$ cat config.mk
export PLATFORM = sky130hd
export DESIGN_NAME = alu_mux_datapath_flat
export DESIGN_NICKNAME = d
export VERILOG_FILES = /design/src/rtl/alu_mux_datapath_if.sv /design/src/rtl/alu_mux_datapath.sv /design/src/flat_wrapper.sv
export SDC_FILE = /design/constraint.sdc
export NUM_CORES = 1
export LEC_CHECK = 0
export ABC_CLOCK_PERIOD_IN_PS = 10700
export BUFFER_PORTS_ARGS = -buffer_cell sky130_fd_sc_hd__buf_2
export CAP_MARGIN = 20
export CORE_AREA = 2 2 174 176
export DETAILED_ROUTE_END_ITERATION = 12
export DIE_AREA = 0 0 176 178
export GPL_TIMING_DRIVEN = 0
export PLACE_DENSITY = 0.55
export SLEW_MARGIN = 15
export SYNTH_ARGS = -nofsm -noshare
export SYNTH_HDL_FRONTEND = slang
export SYNTH_SLANG_ARGS = --single-unit
$ cat constraint.sdc
create_clock -name clk -period 10.7 [get_ports clk]
set_input_delay 2.14 -clock clk [delete_from_list [all_inputs] [get_ports clk]]
set_output_delay 2.14 -clock clk [all_outputs]
set_load 0.02 [all_outputs]
$ cat src/rtl/alu_mux_datapath_if.sv
// Operand, control and result bundle of the execute-stage ALU slice.
// Flag signals exist only when ALU_FLAGS_EN is defined.
interface alu_mux_datapath_if #(
   parameter int unsigned WIDTH = 64
);
   logic [WIDTH-1:0] c_imm;
   logic [WIDTH-1:0] ra_data;
   logic [WIDTH-1:0] rb_data;
   logic [WIDTH-1:0] mem_dout;
   logic             sel_mux;
   logic             sub;
   logic [WIDTH-1:0] alu_res;
   logic [WIDTH-1:0] wb_data;
   logic [WIDTH-1:0] res_q;
`ifdef ALU_FLAGS_EN
   logic             zero_q;
   logic             neg_q;
   logic             ovf_q;
`endif

   modport master (
      output c_imm, ra_data, rb_data, mem_dout, sel_mux, sub,
`ifdef ALU_FLAGS_EN
      input  zero_q, neg_q, ovf_q,
`endif
      input  alu_res, wb_data, res_q
   );

   modport slave (
      input  c_imm, ra_data, rb_data, mem_dout, sel_mux, sub,
`ifdef ALU_FLAGS_EN
      output zero_q, neg_q, ovf_q,
`endif
      output alu_res, wb_data, res_q
   );
endinterface

$ cat src/rtl/alu_mux_datapath.sv
// Execute-stage add/sub slice with operand and write-back muxes plus a registered result.
// Define ALU_FLAGS_EN to add registered zero/negative/overflow flags.
module alu_mux_datapath #(
   parameter int unsigned WIDTH = 64
) (
   input logic               clk,
   input logic               rst_n,
   alu_mux_datapath_if.slave bus
);
   logic [WIDTH-1:0] op_b;
   logic [WIDTH-1:0] alu_res;
   logic [WIDTH-1:0] res_q;

   // One select steers both the operand-B mux and the write-back mux.
   always_comb begin
      op_b    = bus.sel_mux ? bus.rb_data : bus.c_imm;
      alu_res = bus.sub ? (bus.ra_data - op_b) : (bus.ra_data + op_b);
   end

   assign bus.alu_res = alu_res;
   assign bus.wb_data = bus.sel_mux ? alu_res : bus.mem_dout;
   assign bus.res_q   = res_q;

   always_ff @(posedge clk or negedge rst_n) begin
      if (!rst_n) begin
         res_q <= '0;
      end else begin
         res_q <= alu_res;
      end
   end

`ifdef ALU_FLAGS_EN
   logic zero_d, neg_d, ovf_d;
   logic zero_q, neg_q, ovf_q;
   logic sign_a, sign_b, sign_r;

   // Subtract overflows when operand signs differ; add when they match.
   always_comb begin
      sign_a = bus.ra_data[WIDTH-1];
      sign_b = op_b[WIDTH-1];
      sign_r = alu_res[WIDTH-1];
      zero_d = (alu_res == '0);
      neg_d  = sign_r;
      ovf_d  = bus.sub ? ((sign_a != sign_b) && (sign_r != sign_a))
                       : ((sign_a == sign_b) && (sign_r != sign_a));
   end

   always_ff @(posedge clk or negedge rst_n) begin
      if (!rst_n) begin
         zero_q <= 1'b0;
         neg_q  <= 1'b0;
         ovf_q  <= 1'b0;
      end else begin
         zero_q <= zero_d;
         neg_q  <= neg_d;
         ovf_q  <= ovf_d;
      end
   end

   assign bus.zero_q = zero_q;
   assign bus.neg_q  = neg_q;
   assign bus.ovf_q  = ovf_q;
`endif
endmodule

$ cat src/flat_wrapper.sv
// flat-port wrapper written by rule: the top's interface ports become plain ports
module alu_mux_datapath_flat 
#(
   parameter int unsigned WIDTH = 64
)
  (clk, rst_n, bus_c_imm, bus_ra_data, bus_rb_data, bus_mem_dout, bus_sel_mux, bus_sub, bus_alu_res, bus_wb_data, bus_res_q);
  alu_mux_datapath_if #(.WIDTH(WIDTH)) bus_i ();
  input logic clk;
  input logic rst_n;
  input wire logic [$bits(bus_i.c_imm)-1:0] bus_c_imm;
  input wire logic [$bits(bus_i.ra_data)-1:0] bus_ra_data;
  input wire logic [$bits(bus_i.rb_data)-1:0] bus_rb_data;
  input wire logic [$bits(bus_i.mem_dout)-1:0] bus_mem_dout;
  input wire logic [$bits(bus_i.sel_mux)-1:0] bus_sel_mux;
  input wire logic [$bits(bus_i.sub)-1:0] bus_sub;
  output wire logic [$bits(bus_i.alu_res)-1:0] bus_alu_res;
  output wire logic [$bits(bus_i.wb_data)-1:0] bus_wb_data;
  output wire logic [$bits(bus_i.res_q)-1:0] bus_res_q;
  assign bus_i.c_imm = bus_c_imm;
  assign bus_i.ra_data = bus_ra_data;
  assign bus_i.rb_data = bus_rb_data;
  assign bus_i.mem_dout = bus_mem_dout;
  assign bus_i.sel_mux = bus_sel_mux;
  assign bus_i.sub = bus_sub;
  assign bus_alu_res = bus_i.alu_res;
  assign bus_wb_data = bus_i.wb_data;
  assign bus_res_q = bus_i.res_q;
  alu_mux_datapath #(.WIDTH(WIDTH)) u_core (.clk(clk), .rst_n(rst_n), .bus(bus_i));
endmodule
Yosys cells after proc, flatten, opt, wreduce, memory -nomap -nowiden --
Index checks and enable logic that the tools add are counted. Widths: inputs -> output; s select.
Operators by class: add/sub/neg operators 2, multiplexer cells 3
Operators by type and width (number):
- $mux 64 | 3
- $add 64x64->64 | 1
- $sub 64x64->64 | 1
Storage, ports and cells: register bits after elaboration 64, output and inout port bits 192

Depth between registers and ports, before layout --
Gate-level depths: netlist of the first run.
depth after elaboration 4, depth in mapped cells 29, depth with buffers taken out 20

Worst setup path after synthesis of the first run --
Ideal clock, no wire load.
path type in2out, start point input bus_sel_mux, end point output bus_wb_data[61], data arrival time 8483 ps, required time 8560 ps, setup slack 77 ps, stages 29, buffers on the path 10, cell sequence buf_6 buf_6 buf_6 buf_2 buf_1 buf_2 clkbuf_1 buf_2 mux2i_1 ha_1 o21ai_1 nor4_4 nand4b_1 and4bb_1 and3_1 buf_4 a31oi_1 xor2_1 ha_1 clkbuf_1 and4_1 nand4_1 or3b_2 o211ai_1 a21o_1 o21ai_1 a2111oi_0 nor4_1 o31ai_1
Between the ends: word-level cells in the longest chain between the ends 4
RTL lines:
- start, declared | line flat_wrapper.sv:14 | input wire logic [$bits(bus_i.sel_mux)-1:0] bus_sel_mux;
- $mux 64 | line alu_mux_datapath.sv:16 | op_b = bus.sel_mux ? bus.rb_data : bus.c_imm;
- $add 64x64->64 or $sub 64x64->64 (tied branches) | line alu_mux_datapath.sv:17 | alu_res = bus.sub ? (bus.ra_data - op_b) : (bus.ra_data + op_b);
- $mux 64 | line alu_mux_datapath.sv:17
- $mux 64 * | line alu_mux_datapath.sv:21 | assign bus.wb_data = bus.sel_mux ? alu_res : bus.mem_dout;
- end, declared | line flat_wrapper.sv:17 | output wire logic [$bits(bus_i.wb_data)-1:0] bus_wb_data;
Every way passes the cells marked *; elsewhere a longest branch is shown, timed or not.

Worst setup path in the final report of the first run --
start point input bus_sel_mux, end point output bus_wb_data[60]
The elaborated chain is that of the path after synthesis.

==> impl_metrics.yaml, run 1 <==
synthesis:
  synth_cells: 1165
  synth.avg_cell_area_um2: 8.03
  synthAdderAreaFrac_pct: 8.77
  synth_top_area_share_pct: 17.1
  ys.flop_type: "dfrtp_1"
  muxShareOfSynthArea_pct: 11.5
  synth-xor-area-share_pct: 11.2
  syn-num-nets: 1490
  synthSimpleGateAreaFrac_pct: 21.3
  seq_area_frac_synth_pct: 17.1
  synth_edf_count: 0
  synth_top_family_by_area: "compound AO/OA/AOI/OAI gates"
  syn_area_um2: 9350
  synth_seq_cells: 64
  synth-compound-area-share_pct: 25.3
  synth_top_cell_by_area: "dfrtp_1"
  yosys_warnings: 0
  ys_types: 91
  async_flop_share_pct: 100
  ys_top_cells_by_area: "dfrtp_1 (17%), ha_1 (8.6%), mux2_2 (6.6%), xor2_1 (6.1%), a21oi_1 (5.4%)"
detailed_routing:
  met3WireLength_um: 3110
  drc: 0
  routed.top_layer: "met5"
  ant_nets: 0
  met1_length_um: 19200
  wirelength_um: 44000
  via_per_inst: 5.46
  met2_length_um: 20900
  wl_per_cell_um: 21.7
  num_vias: 11100
  firstDrtPassIters: 5
  drt_iter0_drc: 803
critical_path:
  worst-path-max-fanout: 28
  critPathCaptureType: "primary output"
  path_class: "primary input to primary output"
  crit_path_start_kind: "primary input"
  slowest_delay_ns: 0.68
  worstPathRequired_ns: 8.56
  arrival_ns: 8.32
  slowest_stage: "a221oi_1"
  cp_common_cell: "buf_6"
  cpLargestDelayFamily: "compound AO/OA/AOI/OAI gates"
  crit_buf_inv: 9
floorplanning:
  start_util_pct: 31.8
  die_h_um: 178
  fp.coreArea_um2: 29400
  dieArea_um2: 31300
  num_rows: 63
  pin_count: 452
  die_w_um: 176
cts:
  cts.sinks: 64
  cts_tree: "done"
  clockBufferDepth: 2
  root_buffer: "clkbuf_16"
  cts.reportedPaths.clkPinSlew_ns: 0.06
  cts_hold_buf: 0
  cts_buffers: 9
  htreeDepth: 3
global_route:
  grt_pass1_vias: 10600
  grt_use_total_pct: 26.8
  grt_overflow: 0
  grt_max_degree: 40
  antenna_found_initial: 10
  grt_pass1_wl_um: 62900
sta:
  max_freq_mhz: 95.6
  setup_viol: 0
  worst_slack_ns: 0.244
  hold_viol_final: 0
  worst_pin_slew_ns: 0.956
  slew_violations: 0
  timing.slew.headroom_pct: 36.3
  rsz0062_at_grt: "no"
  min_period_ns: 10.46
  holdWs_ns: 1.70
  period_share_pct: 97.7
  tns_ns: 0
status:
  status: "completed"
final_layout:
  drive_above_1_share_pct: 37.5
  nNetsFinal: 1950
  regMostFlops: "u_core.bus.res_q"
  final_area_um2: 12600
  reg_top3: "u_core.bus.res_q (64)"
  fillCellCount: 3098
  synthToLayoutAreaGrowth_pct: 34.8
  largest_reg_flops: 64
pwr:
  p_per_area_nw_per_um2: 164
  power.total_mw: 2.07
  p_leak_nw: 5.92
  ir_worst_vdd_mv: 0.0829
placement:
  io_buffers: 450
  dp_hpwl_um: 36700
  post_dp_cell_area_um2: 12100
  dp_worst_setup_slack_ns: -2.87
  place_congestion: 0.923
worst_hold_path:
  hold_path.class: "primary input to async pin"
run:
  drv_cap: 0
-- per-stage QoR --
stage	util, %	std cells
floorplan	-	1165
global placement	41.1	2005
detailed placement	41.2	2006
CTS	42.7	2022
global route	42.9	2026
finish	42.9	2027
-- cell usage after synthesis (all sizes together) (11+ instances only) --
library cell / number
xnor2: 55
ha: 64
xor2: 65
a21o: 26
a21oi: 103
clkbuf: 42
nand2: 80
inv: 30
o21ai: 74
a31oi: 21
o21a: 11
nand4: 24
o21bai: 13
mux2: 55
nand3: 20
nor3: 40
o32ai: 16
and3: 14
nor2: 93
mux2i: 45
dfrtp: 64
or3: 12
buf: 25
nand2b: 23
-- routing by layer --
layer / GRT usage, % / up-vias
met2: 45.5 / 504
met4: 8.16 / 6
met3: 4.37 / 50
met1: 34.9 / 5220
li1: - / 5292
met5: 0 / -
-- power by group --
part           internal, mW  switching (mW)
registers             0.334          0.0194
logic                 0.477           0.903
clock network         0.194           0.140
total                  1.00            1.06
-- area by class of cell --
| type | instances | area, µm² | area share (%) |
|---|---|---|---|
| clock inverters | 4 | 52.6 | 0.417 |
| multi-input cells | 1004 | 7410 | 58.8 |
| plain buffers | 59 | 344 | 2.73 |
| well taps | 390 | 488 | 3.87 |
| clock buffers | 12 | 256 | 2.03 |
| repair buffers | 457 | 2320 | 18.4 |
| diodes | 7 | 17.5 | 0.139 |
| inverters | 30 | 113 | 0.893 |
| flip-flops and latches | 64 | 1600 | 12.7 |
-- logic make-up after synthesis --
logic type                 count (synthesis)
AOI/OAI and AO/OA                        349
xor gates and xnor gates                 120
adders and majority gates                 65
buffers and inverters                     97
DFF                                       64
muxes                                    100
and+or+nand+nor                          370
-- placed cells by master, fill, tap and decap left out, drive strengths merged, types with 5 or more instances in the layout --
cell    instances
or3            12
mux2i          45
ha             64
o32ai          16
o31ai           9
a221oi          5
nand2          80
o221ai          6
dfrtp          64
diode           7
o211ai          8
and3           14
buf           480
mux2           55
nor2           93
o21bai         13
nor3           40
a31oi          21
clkbuf         48
inv            30
o21ai          74
or2             7
a211oi          6
a211o           5
xor2           65
nand4          24
nor3b          10
nand3          20
and2           10
nand2b         23
or4             7
nor4           10
xnor2          55
and4            5
a21o           26
a21oi         103
o21a           11
-- worst paths after layout --
check,end,from,cells after the start
max in group asynchronous,u_core.bus.res_q[6],rst_n,2
max,bus_wb_data[60],bus_sel_mux,26
min,u_core.bus.res_q[44],rst_n,1
min in group clk,u_core.bus.res_q[0],bus_ra_data[0],4
-- what timing repair did --
| item | CTS | global route |
|---|---|---|
| setup buffers | 5 | 1 |
| setup endpoints to repair | 104 | 32 |
| resized for setup | 27 | 13 |
| pin swaps | 5 | 3 |
Power figures use the tool's default switching activity.
==> run 2, diff against run 1 <==
Settings changed: CELL_PAD_IN_SITES_DETAIL_PLACEMENT set to 1, CELL_PAD_IN_SITES_GLOBAL_PLACEMENT set to 2, CORE_AREA 2 2 174 176 to not set, CORE_ASPECT_RATIO set to 1.2, CORE_MARGIN set to 1.5, CORE_UTILIZATION set to 26, DIE_AREA 0 0 176 178 to not set, PLACE_DENSITY 0.55 to 0.79.
==> run 2 against run 1 <==
Against the previous run:
- critical path depth up 1
- via count up 0.54%
- clock power up 6.3%
- non-clock buffer count up 10
- setup slack better by 0.044 ns
- routed wire length up 11%
- worst hold slack better by 0.024 ns
- sequential share of layout area down 0.31 points
- total power up 3.0%
- critical path type unchanged
- largest power group unchanged
==> impl_metrics.yaml, run 2 (same netlist as run 1, synthesis figures left out) <==
sta:
  worst_slack_ns: 0.288
  min_period_ns: 10.41
  holdWs_ns: 1.72
  hold_viol_final: 0
  timing.slew.headroom_pct: 35.1
  setup_viol: 0
  slew_violations: 0
  worst_pin_slew_ns: 0.974
  period_share_pct: 97.3
  max_freq_mhz: 96.0
cts:
  clockBufferDepth: 2
  cts.reportedPaths.clkPinSlew_ns: 0.06
  cts_buffers: 9
  htreeDepth: 3
  cts.sinks: 64
  root_buffer: "clkbuf_16"
  cts_hold_buf: 0
  cts_tree: "done"
final_layout:
  drive_above_1_share_pct: 38.3
  utilization_pct: 36.7
  largest_reg_flops: 64
  nNetsFinal: 1960
  final_common_cell: "buf_2"
  reg_top3: "u_core.bus.res_q (64)"
  synthToLayoutAreaGrowth_pct: 38.2
  regMostFlops: "u_core.bus.res_q"
  fin_cells: 2108
  layout_common_cells: "buf_2 (459), a21oi_1 (97), nor2_1 (93), nand2_1 (79), xor2_1 (65)"
placement:
  dp.cells: 2078
  io_buffers: 450
  dp_worst_setup_slack_ns: -3.46
  place_congestion: 0.920
  dp_hpwl_um: 41300
floorplanning:
  pin_count: 452
  dieArea_um2: 37100
  start_util_pct: 26.6
  die_h_um: 211
  die_w_um: 176
  num_rows: 75
  fp.coreArea_um2: 35200
critical_path:
  slowest_stage: "or4_1"
  crit_path_start_kind: "primary input"
  crit_cells: 27
  cp-startpoint: "bus_sel_mux"
  crit_buf_inv: 8
  path_class: "primary input to primary output"
  cpLargestDelayFamily: "compound AO/OA/AOI/OAI gates"
  arrival_ns: 8.27
  cp-endpoint: "bus_alu_res[58]"
  worst-path-max-fanout: 20
  critPathCaptureType: "primary output"
  slowest_delay_ns: 0.47
  worstPathRequired_ns: 8.56
detailed_routing:
  wirelength_um: 48900
  ant_nets: 0
  drc: 0
  drt_iter0_drc: 479
  wl_per_cell_um: 23.2
  via_per_inst: 5.28
  firstDrtPassIters: 5
  num_vias: 11100
worst_hold_path:
  hold_path.class: "primary input to async pin"
pwr:
  p_sw_mw: 1.08
  p_per_area_nw_per_um2: 165
  p_leak_nw: 6.02
  pwr-share-clk_pct: 16.7
  switching_share_pct: 50.9
  p_seq_share_pct: 16.7
  ir_worst_vdd_mv: 0.0762
  power.internal_mw: 1.04
  p_comb_share_pct: 66.6
global_route:
  grt_overflow: 0
  grt_max_degree: 34
  grt_pass1_wl_um: 71000
  antenna_found_initial: 8
  grt_pass1_vias: 11800
  grt_use_total_pct: 25.7
run:
  drv_cap: 0
status:
  status: "completed"
-- run 2: cell type report --
cell class                 instances  area (µm²)
timing repair buffer             467        2420
sequential                        64        1600
clock inverter                     2        60.1
tap                              462         578
inverter                          30         113
multi-input combinational       1004        7510
antenna                            6        15.0
buffer                            59         352
clock buffer                      14         274
fill                            4420       22300
-- run 2: per-layer routing --
metal	routed length, µm	part of all wire (%)	global-route usage [%]	up-vias
met5	21	0.043	0	-
met4	1650	3.4	10.5	4
met3	2680	5.5	3.96	72
li1	-	-	-	5301
met2	25300	52	47.7	404
met1	19200	39	29.1	5351
-- run 2: power groups by stage --
stage | Combinational, mW | Clock (mW) | Sequential, mW
4_1_cts | 1.41 | 0.367 | 0.356
3_3_place_gp | 1.38 | 0 | 0.356
6_report | 1.42 | 0.355 | 0.355
2_1_floorplan | 0.753 | 0 | 0.489
3_5_place_dp | 1.39 | 0 | 0.359
5_1_grt | 1.52 | 0.376 | 0.364
-- run 2: worst min-delay path by stage --
| stage | cells past startpoint | endpoint | start |
|---|---|---|---|
| after global routing | 1 | u_core.bus.res_q[40] | rst_n |
| after global placement | 4 | u_core.bus.res_q[0] | bus_ra_data[0] |
| after CTS | 1 | u_core.bus.res_q[40] | rst_n |
| final | 1 | u_core.bus.res_q[40] | rst_n |
| after detailed placement | 1 | u_core.bus.res_q[40] | rst_n |
| after floorplan | 0 | u_core.bus.res_q[0] | rst_n |
-- run 2: stage by stage --
| step | power [mW] | setup TNS [ns] | area [µm²] |
|---|---|---|---|
| 3_3_place_gp | 1.74 | -167.43 | 12200 |
| 5_1_grt | 2.26 | -0.00575 | 12900 |
| 2_1_floorplan | 1.24 | 0 | 9350 |
| 3_5_place_dp | 1.75 | -169.59 | 12200 |
| 6_report | 2.13 | 0 | 12900 |
| 4_1_cts | 2.13 | 0 | 12700 |
-- run 2: what timing repair did --
action                                  CTS  global route
setup buffers                             5            10
pin swaps                                 7            11
resized for setup                        32            28
endpoints found under the setup margin  111            34
cloned                                    1             0
==> run 3, diff against run 2 <==
Settings changed: CORE_MARGIN 1.5 to not set.
==> run 3 against run 2 <==
Against the previous run:
- global-route usage grew 0.28 points
- critical path depth did not move
- routed wire length up 0.23%
- setup slack got worse by 0.031 ns
- largest cell class unchanged
- sequential power barely moved
- non-clock buffer count up 3
- maximum frequency decreased by 0.30%
- die area fell by 1.0%
==> impl_metrics.yaml, run 3 (same netlist as run 1, synthesis figures left out) <==
sta:
  timing.slew.headroom_pct: 34.1
  holdWs_ns: 1.73
  period_share_pct: 97.6
  worst_pin_slew_ns: 0.988
  max_freq_mhz: 95.8
  tns_ns: 0
  slew_violations: 0
  min_period_ns: 10.44
  hold_viol_final: 0
  setup_viol: 0
  worst_slack_ns: 0.256
global_route:
  antenna_found_initial: 6
  grt_busiest_layer: "met2"
  use_met2_pct: 48.7
  grt_overflow: 0
  gr-usage-met3_pct: 3.62
  grt_use_total_pct: 26.0
  grt_max_degree: 34
  grt_pass1_wl_um: 71600
  use_met1_pct: 29.6
  grt_pass1_vias: 11800
final_layout:
  fillCellCount: 4404
  register_area_um2: 1600
  final_common_cell: "buf_2"
  drive_above_1_share_pct: 38.4
  utilization_pct: 36.7
  layout_common_cells: "buf_2 (460), a21oi_1 (96), nor2_1 (93), nand2_1 (79), xor2_1 (65)"
  regMostFlops: "u_core.bus.res_q"
  synthToLayoutAreaGrowth_pct: 37.9
  reg_top3: "u_core.bus.res_q (64)"
  multi_input_comb_area_um2: 7520
  largest_reg_flops: 64
  nNetsFinal: 1963
critical_path:
  path_class: "primary input to primary output"
  arrival_ns: 8.30
  critPathCaptureType: "primary output"
  worstPathRequired_ns: 8.56
  crit_path_start_kind: "primary input"
  worst-path-max-fanout: 14
floorplanning:
  pin_count: 452
  die_w_um: 175
  die_h_um: 210
  fp.coreArea_um2: 35200
  start_util_pct: 26.6
  dieArea_um2: 36700
  num_rows: 75
pwr:
  ir_worst_vdd_mv: 0.0841
  p_per_area_nw_per_um2: 160
  p_leak_nw: 6.02
detailed_routing:
  wl_per_cell_um: 23.3
  drc: 0
  ant_nets: 0
  via_per_inst: 5.33
  firstDrtPassIters: 5
  num_vias: 11200
  drt_iter0_drc: 451
  wirelength_um: 49000
worst_hold_path:
  hold_path.class: "primary input to async pin"
cts:
  htreeDepth: 3
  cts.sinks: 64
  root_buffer: "clkbuf_16"
  cts_buffers: 9
  cts.reportedPaths.clkPinSlew_ns: 0.05
  clockBufferDepth: 2
  cts_hold_buf: 0
  cts_tree: "done"
run:
  drv_cap: 0
placement:
  dp_worst_setup_slack_ns: -3.51
  dp_hpwl_um: 40900
  io_buffers: 450
  place_congestion: 0.926
status:
  status: "completed"
run 3: changes by cell type in the layout (fill, tap and decap cells not counted), moves of 2 or more:
cell       change
buf_4          +2
clkbuf_1       -2
diode_2        -3
ha_2           -2
clkinv_2       +4
bufinv_16      -2
ha_1           +2
a2111oi_0      +2
clkbuf_8       -2
run 3: final timing paths:
path | slack (ns) | from | to
max | 0.26 | bus_sel_mux | bus_wb_data[60]
min | 1.73 | rst_n | u_core.bus.res_q[40]
max in group asynchronous | 8.41 | rst_n | u_core.bus.res_q[9]
min in group clk | 2.15 | bus_ra_data[0] | u_core.bus.res_q[0]
run 3: routing by layer:
metal / routed length (µm) / up-vias
li1: - / 5299
met1: 19800 / 5449
met2: 25700 / 411
met3: 2250 / 68
met4: 1240 / 4
met5: 23 / -
run 3: cell type report:
class | instances | share of cell area (%)
Tap cell | 462 | 4.48
Clock buffer | 12 | 1.91
Inverter | 30 | 0.873
Clock inverter | 4 | 0.155
Sequential cell | 64 | 12.4
Multi-Input combinational cell | 1004 | 58.3
Antenna cell | 3 | 0.0582
Buffer | 59 | 2.85
Timing Repair Buffer | 470 | 18.9
run 3: what timing repair did:
item / in CTS / in global routing
hold endpoints to repair: 0 / 0
pin swaps: 7 / 10
cloned: 1 / 0
gates resized for setup: 35 / 29
setup endpoints to repair: 117 / 37
buffers inserted: 8 / 10
run 3: power breakdown:
group          internal, mW  leakage, nW  switching [mW]
combinational         0.489         5.14           0.935
clock                 0.162        0.136           0.128
sequential            0.334        0.745          0.0202
total                 0.985         6.02            1.08
run 3: metrics by stage:
step | instance area [µm²] | power, mW | std cells
2_1_floorplan | 9350 | 1.24 | 1165
3_3_place_gp | 12200 | 1.74 | 2077
3_5_place_dp | 12200 | 1.75 | 2078
4_1_cts | 12700 | 2.07 | 2097
5_1_grt | 12900 | 2.19 | 2108
6_report | 12900 | 2.07 | 2108
run 3: critical path, stage by stage:
cell,delay (ns)
buf_2,0.17
buf_8,0.18
buf_6,0.20
buf_12,0.17
buf_12,0.19
buf_12,0.18
mux2i_2,0.26
ha_2,0.23
o21ai_2,0.12
nor4_4,0.30
buf_4,0.19
buf_4,0.15
nand2_1,0.06
nor2_1,0.16
and2_1,0.19
a31oi_1,0.10
xor2_1,0.37
ha_1,0.39
and3_1,0.18
a221oi_1,0.33
o21bai_1,0.18
a221oi_2,0.53
a2111oi_4,0.19
or2_2,0.37
a31o_2,0.28
a221o_1,0.29
buf_2,0.16
